### src/rtl/instr_encoder.sv
// rtl/instr_encoder.sv - packs decoded RV32I fields into machine words and streams them to instruction memory.
// Optional NOP fill of the remaining memory is built when INSTR_ENCODER_NOP_FILL_EN is defined.
module instr_encoder #(
    parameter int ADDR_W    = 10,
    parameter int DEPTH     = 1024,
    parameter int BASE_ADDR = 0
) (
    input  logic              iClk,
    input  logic              iRstN,
    input  logic              iClear,
`ifdef INSTR_ENCODER_NOP_FILL_EN
    input  logic              iFill,
`endif
    input  logic              iValid,
    output logic              oReady,
    input  logic [2:0]        iClass,
    input  logic [2:0]        iFunct3,
    input  logic              iAlt,
    input  logic [4:0]        iRd,
    input  logic [4:0]        iRs1,
    input  logic [4:0]        iRs2,
    input  logic [31:0]       iImm,
    output logic              oMemValid,
    input  logic              iMemReady,
    output logic [ADDR_W-1:0] oMemAddr,
    output logic [31:0]       oMemData,
    output logic              oFull,
    output logic [ADDR_W:0]   oCount,
    output logic              oIllegal
);

    localparam int                LP_LAST_I  = DEPTH - 1;
    localparam logic [ADDR_W-1:0] LP_LAST    = LP_LAST_I[ADDR_W-1:0];
    localparam logic [ADDR_W-1:0] LP_BASE    = BASE_ADDR[ADDR_W-1:0];
    localparam logic [ADDR_W:0]   LP_DEPTH_C = DEPTH[ADDR_W:0];
    localparam logic [ADDR_W+1:0] LP_DEPTH_W = DEPTH[ADDR_W+1:0];
    localparam logic [31:0]       LP_NOP     = 32'h0000_0013;

    typedef enum logic [1:0] {
        ST_IDLE = 2'd0,
        ST_HOLD = 2'd1
`ifdef INSTR_ENCODER_NOP_FILL_EN
        , ST_FILL = 2'd2
`endif
    } state_t;

    state_t            r_state, w_state_n;
    logic [31:0]       r_data, w_data_n;
    logic [ADDR_W-1:0] r_addr, w_addr_n;
    logic [ADDR_W:0]   r_count, w_count_n;
    logic              r_illegal, w_illegal_n;

    logic [31:0]       w_word;
    logic              w_legal;
    logic              w_fit12, w_fit13, w_fit21;
    logic              w_fire, w_accept, w_room_idle, w_room_hold;
    logic [ADDR_W+1:0] w_cnt_p1;
    logic [6:0]        w_funct7;

    assign w_fit12  = (&iImm[31:11]) | ~(|iImm[31:11]);
    assign w_fit13  = (&iImm[31:12]) | ~(|iImm[31:12]);
    assign w_fit21  = (&iImm[31:20]) | ~(|iImm[31:20]);
    assign w_funct7 = iAlt ? 7'h20 : 7'h00;

    always_comb begin
        w_word  = '0;
        w_legal = 1'b0;
        case (iClass)
            3'd0: begin
                w_word  = {w_funct7, iRs2, iRs1, iFunct3, iRd, 7'h33};
                w_legal = !iAlt || (iFunct3 == 3'b000) || (iFunct3 == 3'b101);
            end
            3'd1: begin
                if ((iFunct3 == 3'b001) || (iFunct3 == 3'b101)) begin
                    w_word  = {w_funct7, iImm[4:0], iRs1, iFunct3, iRd, 7'h13};
                    w_legal = w_fit12 && !(iAlt && (iFunct3 == 3'b001));
                end else begin
                    w_word  = {iImm[11:0], iRs1, iFunct3, iRd, 7'h13};
                    w_legal = w_fit12;
                end
            end
            3'd2: begin
                w_word  = {iImm[11:0], iRs1, iFunct3, iRd, 7'h03};
                w_legal = w_fit12 && (iFunct3 != 3'd3) && (iFunct3 != 3'd6) && (iFunct3 != 3'd7);
            end
            3'd3: begin
                w_word  = {iImm[11:5], iRs2, iRs1, iFunct3, iImm[4:0], 7'h23};
                w_legal = w_fit12 && (iFunct3 <= 3'd2);
            end
            3'd4: begin
                w_word  = {iImm[12], iImm[10:5], iRs2, iRs1, iFunct3, iImm[4:1], iImm[11], 7'h63};
                w_legal = w_fit13 && !iImm[0] && (iFunct3 != 3'd2) && (iFunct3 != 3'd3);
            end
            3'd5: begin
                w_word  = {iImm[31:12], iRd, (iFunct3[0] ? 7'h17 : 7'h37)};
                w_legal = 1'b1;
            end
            3'd6: begin
                if (iFunct3[0]) begin
                    w_word  = {iImm[11:0], iRs1, 3'b000, iRd, 7'h67};
                    w_legal = w_fit12;
                end else begin
                    w_word  = {iImm[20], iImm[10:1], iImm[11], iImm[19:12], iRd, 7'h6F};
                    w_legal = w_fit21 && !iImm[0];
                end
            end
            default: begin
                w_word  = '0;
                w_legal = 1'b0;
            end
        endcase
    end

    // Room checks count the word already held, so a new accept can never push past DEPTH.
    assign w_cnt_p1    = {1'b0, r_count} + {{(ADDR_W+1){1'b0}}, 1'b1};
    assign w_room_idle = (r_count != LP_DEPTH_C);
    assign w_room_hold = (w_cnt_p1 < LP_DEPTH_W);
    assign oReady      = !iClear && (((r_state == ST_IDLE) && w_room_idle) ||
                                     ((r_state == ST_HOLD) && iMemReady && w_room_hold));
    assign w_accept    = iValid && oReady;
    assign w_fire      = oMemValid && iMemReady;

    always_comb begin
        w_state_n   = r_state;
        w_data_n    = r_data;
        w_addr_n    = r_addr;
        w_count_n   = r_count;
        w_illegal_n = r_illegal;
        if (iClear) begin
            w_state_n   = ST_IDLE;
            w_addr_n    = LP_BASE;
            w_count_n   = '0;
            w_illegal_n = 1'b0;
        end else begin
            if (w_fire) begin
                w_addr_n  = (r_addr == LP_LAST) ? '0 : r_addr + 1'b1;
                w_count_n = r_count + 1'b1;
                w_state_n = ST_IDLE;
`ifdef INSTR_ENCODER_NOP_FILL_EN
                if ((r_state == ST_FILL) && (w_count_n != LP_DEPTH_C)) begin
                    w_state_n = ST_FILL;
                end
`endif
            end
            if (w_accept) begin
                if (w_legal) begin
                    w_data_n  = w_word;
                    w_state_n = ST_HOLD;
                end else begin
                    w_illegal_n = 1'b1;
                end
            end
`ifdef INSTR_ENCODER_NOP_FILL_EN
            else if ((r_state == ST_IDLE) && iFill && w_room_idle) begin
                w_data_n  = LP_NOP;
                w_state_n = ST_FILL;
            end
`endif
        end
    end

    always_ff @(posedge iClk) begin
        if (!iRstN) begin
            r_state   <= ST_IDLE;
            r_data    <= '0;
            r_addr    <= LP_BASE;
            r_count   <= '0;
            r_illegal <= 1'b0;
        end else begin
            r_state   <= w_state_n;
            r_data    <= w_data_n;
            r_addr    <= w_addr_n;
            r_count   <= w_count_n;
            r_illegal <= w_illegal_n;
        end
    end

`ifdef INSTR_ENCODER_NOP_FILL_EN
    assign oMemValid = (r_state == ST_HOLD) || (r_state == ST_FILL);
`else
    assign oMemValid = (r_state == ST_HOLD);
`endif
    assign oMemAddr  = r_addr;
    assign oMemData  = r_data;
    assign oCount    = r_count;
    assign oFull     = (r_count == LP_DEPTH_C);
    assign oIllegal  = r_illegal;

endmodule

### config.mk
export PLATFORM = sky130hd
export DESIGN_NAME = instr_encoder
export DESIGN_NICKNAME = d
export VERILOG_FILES = /design/src/rtl/instr_encoder.sv
export SDC_FILE = /design/constraint.sdc
export NUM_CORES = 1
export LEC_CHECK = 0
export BUFFER_PORTS_ARGS = -buffer_cell sky130_fd_sc_hd__buf_2
export CAP_MARGIN = 30
export CORE_UTILIZATION = 56
export DETAILED_ROUTE_END_ITERATION = 10
export HOLD_SLACK_MARGIN = 0.02
export PLACE_DENSITY = 0.86
export SYNTH_ARGS = -nofsm -noshare
export SYNTH_HDL_FRONTEND = slang
export SYNTH_SLANG_ARGS = --single-unit
### constraint.sdc
create_clock -name iClk -period 5 [get_ports iClk]
set_clock_uncertainty 0.05 [all_clocks]
set_input_delay 0 -clock iClk [delete_from_list [all_inputs] [get_ports iClk]]
set_output_delay 0 -clock iClk [all_outputs]
set_load 0.005 [all_outputs]
-- Word level (Yosys, flattened, before mapping)
Index checks and enable logic that the tools add are counted.
- bits in registers: 56
- output and inout bits: 57
- word-level logic and storage cells: 82
- add/subtract/negate cells: 3
- $lt $le $gt $ge: 2
- equal/unequal tests: 16
- multiplexer cells: 12
- bitwise logic cells: 9
- reductions and logical operators: 35
- operators with widths (kind ; count):
    $pmux W32 S7 ; 1
    $mux W32 ; 2
    $reduce_and A21 Y1 ; 1
    $reduce_or A21 Y1 ; 1
    $reduce_and A20 Y1 ; 1
    $reduce_or A20 Y1 ; 1
    $logic_and A1 B1 Y1 ; 15
    $add A11 B1 Y12 const B ; 1
    $eq A3 B3 Y1 const B ; 4
    $lt A12 B11 Y1 const B ; 1
    $mux W6 ; 2
    $reduce_and A12 Y1 ; 1
    $reduce_or A12 Y1 ; 1
    $add A11 B1 Y11 const B ; 1
    $eq A11 B11 Y1 const B ; 1
    $ne A11 B11 Y1 const B ; 1
    $add A10 B1 Y10 const B ; 1
    $eq A10 B10 Y1 const B ; 1
    $mux W10 ; 1
    $pmux W1 S7 ; 1
    $eq A3 B1 Y1 const B ; 2
    $eq A3 B2 Y1 const B ; 2
    $logic_not A3 Y1 ; 2
    $mux W2 ; 3
    other kinds (13) ; 29

-- Depth between registers and ports, before layout
Gate-level depths: netlist of the first run.
- depth after elaboration: 9
- depth in mapped cells: 10

-- Least setup slack after synthesis of the first run
OpenSTA, ideal clock, no wires.
- kind: register -> register
- start point: reg r_count[0] (netlist: oCount[0])
- end point: reg r_data[10] (netlist: oMemData[10])
- library setup time: 0.127 ns
- arrival: 1.862 ns
- required time: 4.823 ns
- slack: 2.961 ns
- cell stages (with the launch flop): 10
- path buffers: 2
- cell sequence: dfxtp_1 -> ha_1 -> nand3_1 -> o311a_1 -> a211o_2 -> and3_1 -> buf_4 -> buf_6 -> nand3_1 -> nand3_1
- word-level cells in the longest chain between the ends: 7
- elaborated cells on any way between the ends: 9
- those cells by class: add/sub (1); order compare (1); eq/ne (1); reduce/logical (6)
- RTL lines (item ; line ; RTL):
    from (decl) ; 50 ; logic [ADDR_W:0] r_count, w_count_n;
    from (signal assigned) ; 173 ; r_count <= w_count_n;
    $add A11 B1 Y12 ; 115 ; assign w_cnt_p1 = {1'b0, r_count} + {{(ADDR_W+1){1'b0}}, 1'b1};
    $lt A12 B11 Y1 ; 117 ; assign w_room_hold = (w_cnt_p1 < LP_DEPTH_W);
    $logic_and A1 B1 Y1 ; 119 ; ((r_state == ST_HOLD) && iMemReady && w_room_hold));
    $logic_or A1 B1 Y1 * ; 118 ; assign oReady = !iClear && (((r_state == ST_IDLE) && w_room_idle) ||
    $logic_and A1 B1 Y1 * ; 118 ;
    $logic_and A1 B1 Y1 * ; 120 ; assign w_accept = iValid && oReady;
    $reduce_and A3 Y1 (no source line) * ; - ;
    to (signal assigned) ; 171 ; r_data <= w_data_n;
    to (decl) ; 48 ; logic [31:0] r_data, w_data_n;
Every way passes the cells marked *; elsewhere a longest branch is shown, timed or not.
A chain may end at the register's enable or synchronous reset.

-- Final worst setup path of the first run
- start point: reg r_count[0] (netlist: oCount[0])
- end point: reg r_data[6] (netlist: oMemData[6])
Same word-level chain as after synthesis.

==> impl_metrics.ini, run 1 <==
[grt]
grt_use_total_pct = 29.6
grt_pass1_vias = 3762
grt_max_degree = 50
antenna_found_initial = 0
grt_pass1_wl_mm = 17.4
overflow = 0

[timing]
tightest_slew_ps = 830
min_period_ps = 2940
drv_slew = 0
setup-tns-final_ps = 0
hold_viol = 0
rsz0062_at_grt = false
fmaxAchievable_mhz = 341
hold_ws_ps = 99.0
finalCritPeriodShare_pct = 58.7
fin_ws_ps = 2060
max-slew-margin-rel_pct = 44.6
finalSetupViolations = 0

[power_and_ir_drop]
power_switching_uw = 260
switching_share_pct = 26.5
p_clk_share_pct = 34.8
p_per_area_nw_per_um2 = 219
sequentialPowerShare_pct = 46.5
p_leak_nw = 1.91
vdd_drop_max_uv = 122
p_total_uw = 981
comb_power_share_pct = 18.7
cellInternalPower_uw = 721

[critical_path]
r2r-end = oMemData[6]
path_delay_family = simple AND/OR/NAND/NOR gates
critical_path.cell_chain = ha_1 > nand3_1 > nor4b_1 > a211o_2 > and3_1 > a31oi_1 > o311ai_1
crit_fanout = 39
required_ps = 5170
r2r_start = oCount[0]
worst_ep_arrival_time_ps = 3100
rr_worst_depth = 7
worstSetupStartpoint = oCount[0]
crit_buf_inv = 0
cp_slowest_stage_delay_ps = 660
rrSetupSlack_ps = 2060
criticalPathCategory = reg2reg
cp-end-kind = flip-flop
crit_path_start_kind = flip-flop
slowest_stage = a211o_2

[clocking]
clkSinkCount = 55
htreeDepth = 2
clock_latency_ps = 310
clk_pin_slew_ps = 100
cts_setup_buffers = 0
clockBufferDepth = 2
cts_made_buffers = 5
cts-root-buf = clkbuf_8
postCtsHoldBufs = 0
cts-resized-gates = 0
cts_tree = done

[logic_synthesis]
ys_top_cells_by_count = dfxtp_1, nand2_1, nor2_1, nand3_1, a21oi_1
netlist_instances = 517
yosys-top-cells-area = dfxtp_1, nand2_1, nor2_1
synth_seq_cells = 55
yosys_warnings = 0
yosysUniqueCellTypes = 60
synth_fp_nets = 579
synthFlopType = dfxtp_1
synth_edf_count = 0
avgSynthCellArea_um2 = 7.43
synth_top_area_cell = dfxtp_1
yosysTopAreaCellShare_pct = 28.7
yosysSeqAreaShare_pct = 28.7
syn_area_um2 = 3840
async_flop_share_pct = 0

[routing]
wl_per_cell_um = 15.6
drc_errors = 9
vias = 4253
routed_wl_mm = 10.5
drt_iter0_drc = 405
via_per_inst = 6.28
antenna_left = 0
dr.pass1.iters = 10

[hold_path]
hold_class = in2reg
whs_endpoint = oMemData[8]
hold_path_startpoint = iRd[1]
hold_depth = 5

[cells_and_area]
fin_util_pct = 68.9
finalInstanceArea_um2 = 4470
area_growth_pct = 16.4
n_antenna_cell = 0
nets = 661
drive_above_1_share_pct = 22.3
instances_no_fill = 677

[place]
dpl_worst_slack_ps = 2130
place_inst = 668
place_area_um2 = 4330
place_congestion = 0.878
io_buffers = 115
hpwl_mm = 7.73

[floorplan]
die-width_um = 84.8
dieArea_um2 = 7200
rows = 29
core-area_um2 = 6490
die_h_um = 84.8
start_util_pct = 59.2
pin_count = 116

[status]
outcome = finished with violations
violations = design-rule violations

[flow_run]
max-cap-violations = 0
power groups by stage:
stage          Clock, mW  Combinational, mW  Sequential (mW)
2_1_floorplan          0              0.113            0.466
3_3_place_gp           0              0.176            0.466
3_5_place_dp           0              0.180            0.466
4_1_cts            0.343              0.181            0.456
5_1_grt            0.362              0.201            0.458
6_report           0.341              0.183            0.456
placed cells by master, fill, tap and decap left out, types with 8 or more instances in the layout:
master     instances
o2111ai_1         12
buf_2            115
a311oi_1          10
a22o_1             8
and3_1             9
o211ai_1          10
inv_1             18
nor2_1            54
o21ai_0           19
nor2b_1           11
a31oi_1           25
mux2i_1           10
nand2_1           55
a21oi_1           26
nand3_1           40
xor2_1            16
a211oi_1          10
dfxtp_1           55
flip-flops by register name (all words and copies together), names as in the netlist:
name      flops
oIllegal      1
oMemAddr     10
oCount       11
oMemData     31
r_state       2
layer usage:
| metal | vias up | GRT usage [%] | share of wire, % |
|---|---|---|---|
| li1 | 2086 | - | - |
| met1 | 1962 | 38.7 | 43 |
| met2 | 191 | 52.0 | 49 |
| met3 | 14 | 2.53 | 6.3 |
| met4 | 0 | 9.40 | 1.7 |
| met5 | - | 0 | 0 |
logic make-up (layout without fill, tap and decap cells):
family                   after synthesis  after routing  synth area share (%)
AND/OR/NAND/NOR                      205            205                  25.5
AO/OA/AOI/OAI                        161            161                  30.1
buffers and inverters                 63            146                  7.55
flip-flops                            55             55                  28.7
XOR/XNOR                              19             19                  4.33
multiplexers                          11             11                  2.90
adder cells (fa/ha/maj)                3              3                 0.977
tightest hold or removal path: stages:
cell and delay, ps:
buf_2 110, a2bb2oi_1 60, o21ai_0 100, nand3_1 90
nand3_1 80
how the worst max path moves through the flow:
stage               slack [ps]  cells after the start            to
floorplan                 2960                      9  oMemData[10]
global placement          2220                      7   oMemData[6]
detailed placement        2130                      7   oMemData[6]
CTS                       2090                      7   oMemData[6]
global route              1770                      7   oMemData[6]
finish                    2060                      7   oMemData[6]
cell type report:
class	instances	area (um2)
clock buffer	6	72.6
clock inverter	2	60.1
fill	544	2020
inverter	19	71.3
multi-input combinational	399	2460
sequential	55	1100
tap	77	96.3
timing repair buffer	119	613
Power figures use the tool's default switching activity.
==> run 2: changes to the inputs <==
Settings changed: CORE_UTILIZATION 56 to 52, PLACE_DENSITY 0.86 to 0.81.
Clock period 5 ns to 3 ns, I/O delays scaled along.
==> run 2 against run 1 <==
- the run now ends clean
- power is 53% higher
- sequential share of layout area fell by 0.15 points
- clock power rose by 27%
- critical path depth did not move
- critical path type unchanged
- design area grew 0.62%
- register-to-register slack got worse by 1600 ps
- global-route usage shrank 2.1 points
- die area rose by 7.5%
- first-iteration DRC count shrank 4.2%
==> impl_metrics.ini, run 2 (synthesis results as in run 1) <==
[status]
outcome = completed

[floorplan]
core-area_um2 = 6980
rows = 30
die-width_um = 88.0
pin_count = 116
die_h_um = 88.0
start_util_pct = 55.0
dieArea_um2 = 7740

[critical_path]
criticalPathCategory = reg2reg
crit_fanout = 32
rr_worst_depth = 7
slowest_stage = nor4b_1
cp-end-kind = flip-flop
worst_ep_arrival_time_ps = 2720
critical_path.cell_chain = ha_1 > nand3_1 > nor4b_1 > a211o_2 > buf_4 > o31ai_4 > a211oi_1
crit_buf_inv = 1
required_ps = 3170
crit_path_start_kind = flip-flop
path_depth = 7
cp_slowest_stage_delay_ps = 480
path_delay_family = compound AO/OA/AOI/OAI gates

[hold_path]
hold_class = in2reg
hold_depth = 5

[clocking]
cts_tree = done
clk_pin_slew_ps = 100
clockBufferDepth = 2
clkSinkCount = 55
clock_latency_ps = 310
cts-root-buf = clkbuf_8
cts_setup_buffers = 0
cts-resized-gates = 0
postCtsHoldBufs = 0
cts_made_buffers = 5
htreeDepth = 2

[place]
place_area_um2 = 4400
place_congestion = 0.846
hpwl_mm = 7.82
io_buffers = 115

[power_and_ir_drop]
vdd_drop_max_uv = 190
p_total_mw = 1.50
p_per_area_nw_per_um2 = 334
p_leak_nw = 1.92

[cells_and_area]
n_fill_cell = 652
final_common_cell = buf_2
area_growth_pct = 17.2
final_cell_mix = buf_2, nand2_1, dfxtp_1, nor2_1, nand3_1
drive_above_1_share_pct = 23.3
largest_reg_flops = 31
nets = 667
finalInstanceArea_um2 = 4500
n_antenna_cell = 0

[routing]
drc_errors = 0
via_per_inst = 6.09
routed-wl-met2_mm = 5.01
routed_wl_mm = 10.7
vias = 4274
wl_per_cell_um = 15.2
m1WireLength_mm = 4.74
dr.pass1.iters = 5
drt_iter0_drc = 388
wl_met3_um = 713
highest_layer = met4
antenna_left = 0

[grt]
grt_use_total_pct = 27.5
grt_pass1_wl_mm = 17.1
antenna_found_initial = 0
grt_pass1_vias = 3767
overflow = 0
grt_max_degree = 49

[timing]
hold_ws_ps = 93.9
min_period_ps = 2550
drv_slew = 0
setup-tns-final_ps = 0
finalSetupViolations = 0
hold_viol = 0
tightest_slew_ps = 866
fmaxAchievable_mhz = 392
finalCritPeriodShare_pct = 85.1
max-slew-margin-rel_pct = 42.2
rsz0062_at_grt = false

[flow_run]
max-cap-violations = 0
-- run 2: changes by cell type in the layout (fill, tap and decap cells not counted) --
| cell | previous run | this run |
|---|---|---|
| buf_4 | 3 | 10 |
| buf_8 | 1 | 0 |
| bufinv_16 | 2 | 0 |
| clkbuf_1 | 1 | 0 |
| clkbuf_8 | 5 | 6 |
| clkinv_4 | 0 | 1 |
| clkinvlp_4 | 0 | 1 |
-- run 2: worst paths after layout --
check	from	endpoint	slack, ps
setup / recovery	oCount[1]	oMemData[16]	450
hold reg to reg	oMemData[17]	oMemData[17]	410
hold / removal	iRd[3]	oMemData[10]	90
setup reg to reg	oCount[1]	oMemData[16]	450
-- run 2: where the power goes --
part / total (mW) / internal, mW / switching, mW / leakage, nW
registers: 0.759 / 0.749 / 0.0102 / 0.444
clock network: 0.432 / 0.189 / 0.243 / 0.0474
logic: 0.312 / 0.123 / 0.189 / 1.43
total: 1.50 / 1.06 / 0.442 / 1.92
-- run 2: metal layers --
layer,track usage [%],vias up
li1,-,2099
met2,45.9,197
met4,10.3,0
met1,35.7,1957
met3,4.34,21
met5,0,-
-- run 2: metrics by stage --
stage / instances / setup slack (ps) / utilization, %
5_1_grt: 702 / 119 / 64.5
3_5_place_dp: 694 / 512 / 63.1
4_1_cts: 702 / 494 / 64.5
6_report: 702 / 447 / 64.5
2_1_floorplan: 517 / 961 / -
3_3_place_gp: 694 / 646 / 63.1
-- run 2: cell type report --
type                            count  area, um2  area share (%)
Inverter                           19       71.3            1.58
Tap cell                           96        120            2.67
Multi-Input combinational cell    399       2460            54.6
Timing Repair Buffer              125        651            14.5
Clock buffer                        6       82.6            1.83
Clock inverter                      2       16.3           0.361
Sequential cell                    55       1100            24.5
-- run 2: worst register-to-register path: cells and delay by family, from the launching register on --
family	cells	cell delay, ps
compound gates	3	820
simple gates	2	620
flops	1	420
buf+inv	1	350
fa+ha+maj	1	200
